`config.mk`:
```
export PLATFORM = sky130hd
export DESIGN_NAME = vga_video_gen
export DESIGN_NICKNAME = d
export VERILOG_FILES = /design/src/rtl/vga_pkg.sv /design/src/rtl/vga_test_pattern.sv /design/src/rtl/vga_video_gen.sv
export SDC_FILE = /design/constraint.sdc
export NUM_CORES = 1
export LEC_CHECK = 0
export CORE_MARGIN = 5
export CORE_UTILIZATION = 40
export DETAILED_ROUTE_END_ITERATION = 10
export PLACE_DENSITY = 0.75
export SLEW_MARGIN = 20
export SYNTH_ARGS = -nofsm -noshare
export SYNTH_HDL_FRONTEND = slang
export SYNTH_SLANG_ARGS = --single-unit
```
`constraint.sdc`:
```
create_clock -name clk_pixel -period 1.9 [get_ports clk_pixel]
set_input_delay 0.57 -clock clk_pixel [delete_from_list [all_inputs] [get_ports clk_pixel]]
set_output_delay 0.57 -clock clk_pixel [all_outputs]
set_load 0.01 [all_outputs]
```
`src/rtl/vga_pkg.sv`:
```
// Shared VGA timing helpers: frame length derivation and sync-window compare.
package vga_pkg;

    function automatic int frame_len(input int res, input int fp, input int pulse, input int bp);
        return res + fp + pulse + bp;
    endfunction

    // True when pos lies in [start, start+len-1]; a zero-length window never matches.
    function automatic logic in_window(input int pos, input int start, input int len);
        return (pos >= start) && (pos < start + len);
    endfunction

endpackage

```
`src/rtl/vga_test_pattern.sv`:
```
// Colour test pattern from beam position and frame count (built only with VGA_VIDEO_GEN_TEST_PICTURE_EN).
// Latency: 1 cycle from beam position to colour.
// Backpressure: none; free-running alongside the beam.
`ifdef VGA_VIDEO_GEN_TEST_PICTURE_EN
module vga_test_pattern #(
    parameter int C_bits_x     = 12,
    parameter int C_bits_y     = 11,
    parameter int C_bits_color = 8
) (
    input  logic                    clk_pixel,
    input  logic                    reset_n,
    input  logic [C_bits_x-1:0]     beam_x,
    input  logic [C_bits_y-1:0]     beam_y,
    input  logic [15:0]             frame_count,
    output logic [C_bits_color-1:0] pat_r,
    output logic [C_bits_color-1:0] pat_g,
    output logic [C_bits_color-1:0] pat_b
);
    logic [C_bits_color-1:0] pat_r_d, pat_g_d, pat_b_d;
    logic [C_bits_color-1:0] pat_r_q, pat_g_q, pat_b_q;

    // Horizontal ramp, vertical ramp and a diagonal pattern that scrolls with the frame count.
    always_comb begin
        pat_r_d = C_bits_color'(beam_x);
        pat_g_d = C_bits_color'(beam_y);
        pat_b_d = C_bits_color'(beam_x ^ C_bits_x'(beam_y)) + C_bits_color'(frame_count);
    end

    always_ff @(posedge clk_pixel) begin
        if (!reset_n) begin
            pat_r_q <= '0;
            pat_g_q <= '0;
            pat_b_q <= '0;
        end else begin
            pat_r_q <= pat_r_d;
            pat_g_q <= pat_g_d;
            pat_b_q <= pat_b_d;
        end
    end

    assign pat_r = pat_r_q;
    assign pat_g = pat_g_q;
    assign pat_b = pat_b_q;

endmodule
`endif

```
`src/rtl/vga_video_gen.sv`:
```
// VGA timing generator and pixel pipeline; pops a pixel FIFO and drives colour, syncs and blanking.
// Latency: colour, syncs and blanks appear one cycle after the beam position that produced them.
// Backpressure: none; fetch_next pops the FIFO and its data is expected the following cycle.
// Optional test pattern generator: define VGA_VIDEO_GEN_TEST_PICTURE_EN.
module vga_video_gen
    import vga_pkg::*;
#(
    parameter int C_resolution_x      = 640,
    parameter int C_hsync_front_porch = 16,
    parameter int C_hsync_pulse       = 96,
    parameter int C_hsync_back_porch  = 48,
    parameter int C_resolution_y      = 480,
    parameter int C_vsync_front_porch = 10,
    parameter int C_vsync_pulse       = 2,
    parameter int C_vsync_back_porch  = 33,
    parameter int C_hsync_pol         = 0,
    parameter int C_vsync_pol         = 0,
    parameter int C_dbl_x             = 0,
    parameter int C_dbl_y             = 0,
    parameter int C_bits_x            = 12,
    parameter int C_bits_y            = 11,
    parameter int C_bits_color        = 8
) (
    input  logic                    clk_pixel,
    input  logic                    reset_n,
    input  logic                    test_picture,
    input  logic [C_bits_color-1:0] red_byte,
    input  logic [C_bits_color-1:0] green_byte,
    input  logic [C_bits_color-1:0] blue_byte,
    output logic                    fetch_next,
    output logic                    line_repeat,
    output logic [C_bits_x-1:0]     beam_x,
    output logic [C_bits_y-1:0]     beam_y,
    output logic [15:0]             frame_count,
    output logic                    frame_start,
    output logic [C_bits_color-1:0] vga_r,
    output logic [C_bits_color-1:0] vga_g,
    output logic [C_bits_color-1:0] vga_b,
    output logic                    vga_hsync,
    output logic                    vga_vsync,
    output logic                    vga_vblank,
    output logic                    vga_blank
);
    localparam int FRAME_X  = frame_len(C_resolution_x, C_hsync_front_porch, C_hsync_pulse, C_hsync_back_porch);
    localparam int FRAME_Y  = frame_len(C_resolution_y, C_vsync_front_porch, C_vsync_pulse, C_vsync_back_porch);
    localparam int HS_START = C_resolution_x + C_hsync_front_porch;
    localparam int VS_START = C_resolution_y + C_vsync_front_porch;

    localparam logic [C_bits_x-1:0] X_LAST = C_bits_x'(FRAME_X - 1);
    localparam logic [C_bits_y-1:0] Y_LAST = C_bits_y'(FRAME_Y - 1);
    localparam logic [C_bits_x-1:0] X_RES  = C_bits_x'(C_resolution_x);
    localparam logic [C_bits_y-1:0] Y_RES  = C_bits_y'(C_resolution_y);
    localparam logic                HS_ON  = (C_hsync_pol != 0);
    localparam logic                VS_ON  = (C_vsync_pol != 0);

    typedef struct packed {
        logic [C_bits_color-1:0] r;
        logic [C_bits_color-1:0] g;
        logic [C_bits_color-1:0] b;
    } rgb_t;

    logic [C_bits_x-1:0] cx_q, cx_d;
    logic [C_bits_y-1:0] cy_q, cy_d;
    logic [15:0]         fc_q, fc_d;
    logic                active, hs_win, vs_win, sof;
    logic                active_q, active_d;
    logic                hsync_q, hsync_d;
    logic                vsync_q, vsync_d;
    logic                vblank_q, vblank_d;
    logic                tp_q, tp_d;
    logic                use_pat;
    rgb_t                rgb_q, rgb_d, pat, pix;

    always_comb begin
        active = (cx_q < X_RES) && (cy_q < Y_RES);
        hs_win = in_window(int'(cx_q), HS_START, C_hsync_pulse);
        vs_win = in_window(int'(cy_q), VS_START, C_vsync_pulse);
        sof    = (cx_q == '0) && (cy_q == '0);

        cx_d = cx_q + 1'b1;
        cy_d = cy_q;
        if (cx_q == X_LAST) begin
            cx_d = '0;
            cy_d = (cy_q == Y_LAST) ? '0 : cy_q + 1'b1;
        end

        fc_d     = sof ? fc_q + 16'd1 : fc_q;
        active_d = active;
        rgb_d    = active ? {red_byte, green_byte, blue_byte} : '0;
        hsync_d  = hs_win ? HS_ON : ~HS_ON;
        // Vertical sync only changes at the start of a line so it stays aligned with hsync.
        vsync_d  = (cx_q == '0) ? (vs_win ? VS_ON : ~VS_ON) : vsync_q;
        vblank_d = (cy_q >= Y_RES);
        tp_d     = test_picture;
    end

    always_ff @(posedge clk_pixel) begin
        if (!reset_n) begin
            cx_q     <= '0;
            cy_q     <= '0;
            fc_q     <= '0;
            active_q <= 1'b0;
            rgb_q    <= '0;
            hsync_q  <= ~HS_ON;
            vsync_q  <= ~VS_ON;
            vblank_q <= 1'b0;
            tp_q     <= 1'b0;
        end else begin
            cx_q     <= cx_d;
            cy_q     <= cy_d;
            fc_q     <= fc_d;
            active_q <= active_d;
            rgb_q    <= rgb_d;
            hsync_q  <= hsync_d;
            vsync_q  <= vsync_d;
            vblank_q <= vblank_d;
            tp_q     <= tp_d;
        end
    end

`ifdef VGA_VIDEO_GEN_TEST_PICTURE_EN
    vga_test_pattern #(
        .C_bits_x     (C_bits_x),
        .C_bits_y     (C_bits_y),
        .C_bits_color (C_bits_color)
    ) u_test_pattern (
        .clk_pixel   (clk_pixel),
        .reset_n     (reset_n),
        .beam_x      (cx_q),
        .beam_y      (cy_q),
        .frame_count (fc_q),
        .pat_r       (pat.r),
        .pat_g       (pat.g),
        .pat_b       (pat.b)
    );
    assign use_pat = tp_q;
`else
    // Without the pattern generator test_picture has no effect on the output.
    assign pat     = '0;
    assign use_pat = tp_q & 1'b0;
`endif

    // FIFO colour is already zeroed outside the active area; the pattern is gated here.
    always_comb begin
        pix = rgb_q;
        if (use_pat && active_q) begin
            pix = pat;
        end
    end

    assign vga_r       = pix.r;
    assign vga_g       = pix.g;
    assign vga_b       = pix.b;
    assign vga_hsync   = hsync_q;
    assign vga_vsync   = vsync_q;
    assign vga_vblank  = vblank_q;
    assign vga_blank   = ~active_q;
    assign beam_x      = cx_q;
    assign beam_y      = cy_q;
    assign frame_count = fc_q;
    assign frame_start = reset_n && sof;
    assign fetch_next  = active && ((C_dbl_x == 0) || !cx_q[0]);
    assign line_repeat = (C_dbl_y != 0) && hs_win && !cy_q[0];

endmodule

```
## Word level (Yosys, flattened, before mapping)

Cells that the tools add are included.

- Bits in registers: 67

- Bitwise gates (word level): 2
- Magnitude comparators: 7
- Equal/unequal tests: 2
- Mux-type cells: 3
- Reductions and logical operators: 9
- $add $sub $neg: 3

Operators by type and width:

| kind | count |
|---|---|
| < comparator 12 x 10 -> 1 bit, second input constant | 2 |
| greater-or-equal comparator 11 x 9 -> 1 bit, second input constant | 2 |
| < comparator 11 x 9 -> 1 bit, second input constant | 2 |
| adder 16 x 1 -> 16 bit, second input constant | 1 |
| adder 12 x 1 -> 12 bit, second input constant | 1 |
| == test 12 x 10 -> 1 bit, second input constant | 1 |
| greater-or-equal comparator 12 x 10 -> 1 bit, second input constant | 1 |
| logical NOT 12 bit | 1 |
| adder 11 x 1 -> 11 bit, second input constant | 1 |
| == test 11 x 10 -> 1 bit, second input constant | 1 |
| logical NOT 11 bit | 1 |
| 2-to-1 mux 11 bit | 1 |
| logical AND 1 bit | 5 |
| 2-to-1 mux 1 bit | 2 |
| inverter 1 bit | 2 |
| AND reduction 2 bit | 1 |
| OR reduction 2 bit | 1 |

## Logic depth before layout (Yosys ltp)

- Word-level depth: 3
- Gate-level depth with buffers: 8
- Mapped depth without buffers: 6

## Worst setup path before layout

No wires, ideal clock.

- Kind: reg2out
- Start: register cx_q[5] (netlist: beam_x[5])
- End: output port frame_start
- Arrival: 1.697 ns
- Path slack: -0.367 ns
- Path buffers: 3
- Cell stages (with the launch flop): 7
- Path through: dfxtp_1 clkbuf_1 nor4b_2 nand4_1 clkbuf_1 clkbuf_1 nor3_1

- Longest elaborated chain between the ends: 3

RTL lines:

| what | RTL line | RTL |
|---|---|---|
| from (decl) | vga_video_gen.sv:62 | `logic [C_bits_x-1:0] cx_q, cx_d;` |
| from (signal assigned) | vga_video_gen.sv:99 | `cx_q <= '0;` |
| from (signal assigned) | vga_video_gen.sv:109 | `cx_q <= cx_d;` |
| logical NOT 12 bit | vga_video_gen.sv:78 | `sof = (cx_q == '0) && (cy_q == '0);` |
| logical AND 1 bit | vga_video_gen.sv:78 |  |
| logical AND 1 bit | vga_video_gen.sv:161 | `assign frame_start = reset_n && sof;` |
| to (decl) | vga_video_gen.sv:35 | `output logic frame_start,` |

No other way between the ends.

## Worst setup path in the final report

- Start: register cx_q[7] (netlist: beam_x[7])
- End: register cy_q[10] (netlist: beam_y[10])

- Longest elaborated chain between the ends: 1

RTL lines:

| what | RTL line | RTL |
|---|---|---|
| == test 12 x 10 -> 1 bit | vga_video_gen.sv:82 | `if (cx_q == X_LAST) begin` |
| to (signal assigned) | vga_video_gen.sv:110 | `cy_q <= cy_d;` |
| to (decl) | vga_video_gen.sv:63 | `logic [C_bits_y-1:0] cy_q, cy_d;` |

No other way between the ends.
A chain may end at the register's enable or synchronous reset.

==> impl_metrics.xml <==
<?xml version="1.0" encoding="UTF-8"?>
<metrics>
  <group name="placement">
    <metric name="detail_placement_hpwl" unit="mm">5.92</metric>
    <metric name="weighted_congestion_reported_at_the_end_of_routability_driven_placement" unit="">0.806</metric>
    <metric name="port-buffer-count" unit="">94</metric>
    <metric name="post_dp_cell_area" unit="sq mm">0.00421</metric>
  </group>
  <group name="detailed_routing">
    <metric name="drt_wl_total" unit="mm">8.90</metric>
    <metric name="route.detailed.wl_per_inst" unit="um">16.0</metric>
    <metric name="post-route-drc-count" unit="">0</metric>
    <metric name="drt_iter0_drc" unit="">163</metric>
    <metric name="route.antenna.remaining_nets" unit="">0</metric>
    <metric name="routed-via-count" unit="">2945</metric>
    <metric name="drtPass1Iterations" unit="">4</metric>
    <metric name="avgViaCountPerCell" unit="">5.30</metric>
  </group>
  <group name="sta">
    <metric name="worst_slack" unit="ps">-283</metric>
    <metric name="min_period" unit="ps">2180</metric>
    <metric name="final.period_utilization" unit="">1.15</metric>
    <metric name="max_freq" unit="MHz">458</metric>
    <metric name="report.final.slew_viol_count" unit="">0</metric>
    <metric name="rsz0062_at_grt" unit="">true</metric>
    <metric name="timing.final.hold_violations" unit="">0</metric>
    <metric name="timing.final.setup_violations" unit="">30</metric>
    <metric name="tns" unit="ps">-2520</metric>
    <metric name="fin_clk_skew" unit="ps">11.6</metric>
  </group>
  <group name="global_route">
    <metric name="antenna_found_initial" unit="">0</metric>
    <metric name="largest_net_degree_at_the_start_of_global_routing" unit="">31</metric>
    <metric name="grt_first_pass_wirelength" unit="mm">13.9</metric>
    <metric name="globalRouteOverflowTotal" unit="">0</metric>
    <metric name="track_usage" unit="">0.199</metric>
    <metric name="first_global_vias" unit="">2906</metric>
  </group>
  <group name="power">
    <metric name="total_power_per_unit_cell_area" unit="mW/mm^2">676</metric>
    <metric name="vdd_ir_drop_max" unit="mV">0.527</metric>
    <metric name="p_int" unit="mW">2.50</metric>
    <metric name="comb_power_share" unit="">0.101</metric>
    <metric name="swShare" unit="">0.227</metric>
    <metric name="total_switching_power" unit="mW">0.735</metric>
    <metric name="report.power.total" unit="mW">3.24</metric>
    <metric name="cellLeakagePower" unit="nW">1.91</metric>
    <metric name="share_seq_of_total_power" unit="">0.452</metric>
    <metric name="power.clock.fraction" unit="">0.446</metric>
  </group>
  <group name="cts">
    <metric name="clock_insertion_delay_worst_skew" unit="ps">340</metric>
    <metric name="clk_transition_reported_paths" unit="ps">80</metric>
    <metric name="tritoncts" unit="">yes</metric>
    <metric name="htreeDepth" unit="">3</metric>
    <metric name="clockRootBuffer" unit="">clkbuf_8</metric>
    <metric name="number_of_clock_sinks" unit="">67</metric>
    <metric name="clock_path_buffers" unit="">2</metric>
    <metric name="cts_buffers" unit="">9</metric>
    <metric name="postCtsHoldBufs" unit="">0</metric>
  </group>
  <group name="finish">
    <metric name="post_route_cells_drive_above_1_share" unit="">0.300</metric>
    <metric name="layout.nets" unit="">488</metric>
    <metric name="fillerInstances" unit="">491</metric>
    <metric name="finish.instance_area" unit="sq mm">0.00479</metric>
    <metric name="diodes" unit="">0</metric>
    <metric name="area_delta_synth_final" unit="%">71.9</metric>
    <metric name="post-route-util" unit="">0.705</metric>
  </group>
  <group name="setup_path">
    <metric name="ff2ff_path_depth" unit="">5</metric>
    <metric name="end_kind" unit="">flip-flop</metric>
    <metric name="timing_startpoint_of_the_critical_path" unit="">beam_x[7]$_SDFF_PP0_</metric>
    <metric name="register_to_register_path_setup_slack" unit="ps">-280</metric>
    <metric name="critical_path.reg2reg.endpoint" unit="">beam_y[10]$_SDFFE_PN0N_</metric>
    <metric name="timing.critical_path.from_type" unit="">flip-flop</metric>
    <metric name="r2r_start" unit="">beam_x[7]$_SDFF_PP0_</metric>
    <metric name="worst-endpoint-required" unit="ps">2180</metric>
    <metric name="critPathKind" unit="">flip-flop to flip-flop</metric>
    <metric name="critical_path_arrival" unit="ps">2460</metric>
    <metric name="maximum_fanout_along_the_worst_path" unit="">6</metric>
  </group>
  <group name="die">
    <metric name="rows" unit="">30</metric>
    <metric name="initial_core_util" unit="">0.410</metric>
    <metric name="design.die.area" unit="sq mm">0.00873</metric>
    <metric name="floorplan_core_area" unit="sq mm">0.00679</metric>
    <metric name="die_h" unit="um">93.5</metric>
    <metric name="chipWidth" unit="um">93.5</metric>
    <metric name="boundaryPins" unit="">97</metric>
  </group>
  <group name="yosys">
    <metric name="synth.distinct_cells" unit="">38</metric>
    <metric name="synth-seq-cells" unit="">67</metric>
    <metric name="yosysWarnings" unit="">0</metric>
    <metric name="synth_top_area_frac" unit="">0.481</metric>
    <metric name="synthMostInstantiatedCell" unit="">dfxtp_1</metric>
    <metric name="synthesis.area_per_instance" unit="sq um">9.14</metric>
    <metric name="yosysTopAreaCell" unit="">dfxtp_1</metric>
    <metric name="synth_edf_count" unit="">0</metric>
    <metric name="synth.area.top_cells" unit="">dfxtp_1, and2_1, a21oi_1</metric>
    <metric name="async_reset_ff_frac" unit="">0</metric>
    <metric name="count_of_mapped_cells_out_of_synthesis" unit="">305</metric>
    <metric name="ys.flop_type" unit="">dfxtp_1</metric>
    <metric name="synth_commonest_cells" unit="">dfxtp_1, a21oi_1, and2_1</metric>
    <metric name="synth_fp_nets" unit="">338</metric>
    <metric name="syn_area" unit="sq mm">0.00279</metric>
    <metric name="synth_seq_area_share" unit="">0.481</metric>
  </group>
  <group name="min_path">
    <metric name="holdCritPathClass" unit="">flip-flop to flip-flop</metric>
    <metric name="holdPathStages" unit="">2</metric>
    <metric name="worstHoldStart" unit="">frame_count[6]$_SDFFE_PN0P_</metric>
    <metric name="hold-path-endpoint" unit="">frame_count[6]$_SDFFE_PN0P_</metric>
  </group>
  <group name="flow_run">
    <metric name="timing.max_cap.violations" unit="">0</metric>
  </group>
  <group name="run_status">
    <metric name="failed_checks" unit="">setup timing</metric>
    <metric name="result_of_the_run" unit="">complete, but fails checks</metric>
  </group>
</metrics>
[critical path, cell delays in order (launching register included)]
cell     delay (ps)
dfxtp_4         360
buf_6           120
or4_4           540
or4_4           600
or3_4           360
a21oi_2         130
[power by group through the flow]
stage	Sequential [mW]	Clock [mW]	Combinational, mW
6_report	1.46	1.44	0.328
2_1_floorplan	1.52	0	0.118
5_1_grt	1.47	1.52	0.355
3_5_place_dp	1.49	0	0.317
3_3_place_gp	1.49	0	0.310
4_1_cts	1.46	1.45	0.319
[registers in the layout, indices dropped and copies added, names as in the netlist]
register,count
vga_vblank,1
active_q,1
vga_r,8
beam_y,11
frame_count,16
beam_x,12
vga_b,8
vga_vsync,1
vga_hsync,1
vga_g,8
[layout by cell type (no fill, tap or decap), types with 4 or more instances in the layout]
cell type / instances
inv_1: 10
clkdlybuf4s50_1: 66
nor2_2: 5
dlygate4sd2_1: 26
clkbuf_8: 9
nor2_1: 8
or3_1: 6
buf_4: 47
dfxtp_1: 50
xor2_1: 7
dfxtp_2: 15
o21ai_0: 6
o31ai_1: 12
nand3_1: 20
or3_4: 6
ha_1: 6
and2_1: 25
a21oi_2: 9
and3_1: 8
nand4_1: 11
a21oi_1: 16
or4_1: 12
buf_6: 8
nand2_1: 8
and4_1: 5
buf_12: 4
[area by class of cell]
type | count | area, sq um | share of cell area
multi-input cells | 215 | 1610 | 0.335
clock buffers | 10 | 128 | 0.0266
repair buffers | 152 | 1420 | 0.296
flip-flops and latches | 67 | 1370 | 0.286
well taps | 96 | 120 | 0.0251
clock inverters | 6 | 114 | 0.0238
inverters | 10 | 37.5 | 0.00784
[cells by family after synthesis]
logic type | synth area share
fa+ha+maj | 0.0269
buf+inv | 0.0355
compound gates | 0.116
xor+xnor | 0.0314
other cells | 0.00135
flops | 0.481
simple gates | 0.304
mux | 0.00359
[per-layer routing]
layer / part of all wire / wire, um / GRT usage
met1: 0.40 / 3530 / 0.240
met2: 0.53 / 4750 / 0.343
met3: 0.047 / 418 / 0.0354
met4: 0.023 / 206 / 0.0879
met5: 0 / 0 / 0
[repair_timing]
item / 4_1_cts / 5_1_grt
cloned: 2 / 0
endpoints found under the setup margin: 58 / 45
pin swaps: 22 / 13
buffers inserted: 8 / 5
resized for setup: 67 / 41
[how the worst max path moves through the flow]
stage                                    to  slack, ps  cells after the start
detailed placement              frame_start       -510                      4
finish              beam_y[10]$_SDFFE_PN0N_       -280                      5
CTS                             frame_start       -260                      6
floorplan                       frame_start       -150                      6
global route                    frame_start       -380                      6
global placement                frame_start       -530                      4
[stage by stage]
| stage | std cells | setup WS, ps | hold slack [ps] |
|---|---|---|---|
| finish | 556 | -283 | 490 |
| detailed placement | 526 | -505 | 474 |
| floorplan | 305 | -151 | 457 |
| global route | 556 | -382 | 514 |
| global placement | 526 | -527 | 461 |
| CTS | 552 | -264 | 484 |
No activity file was read; power rests on OpenSTA's default activity.
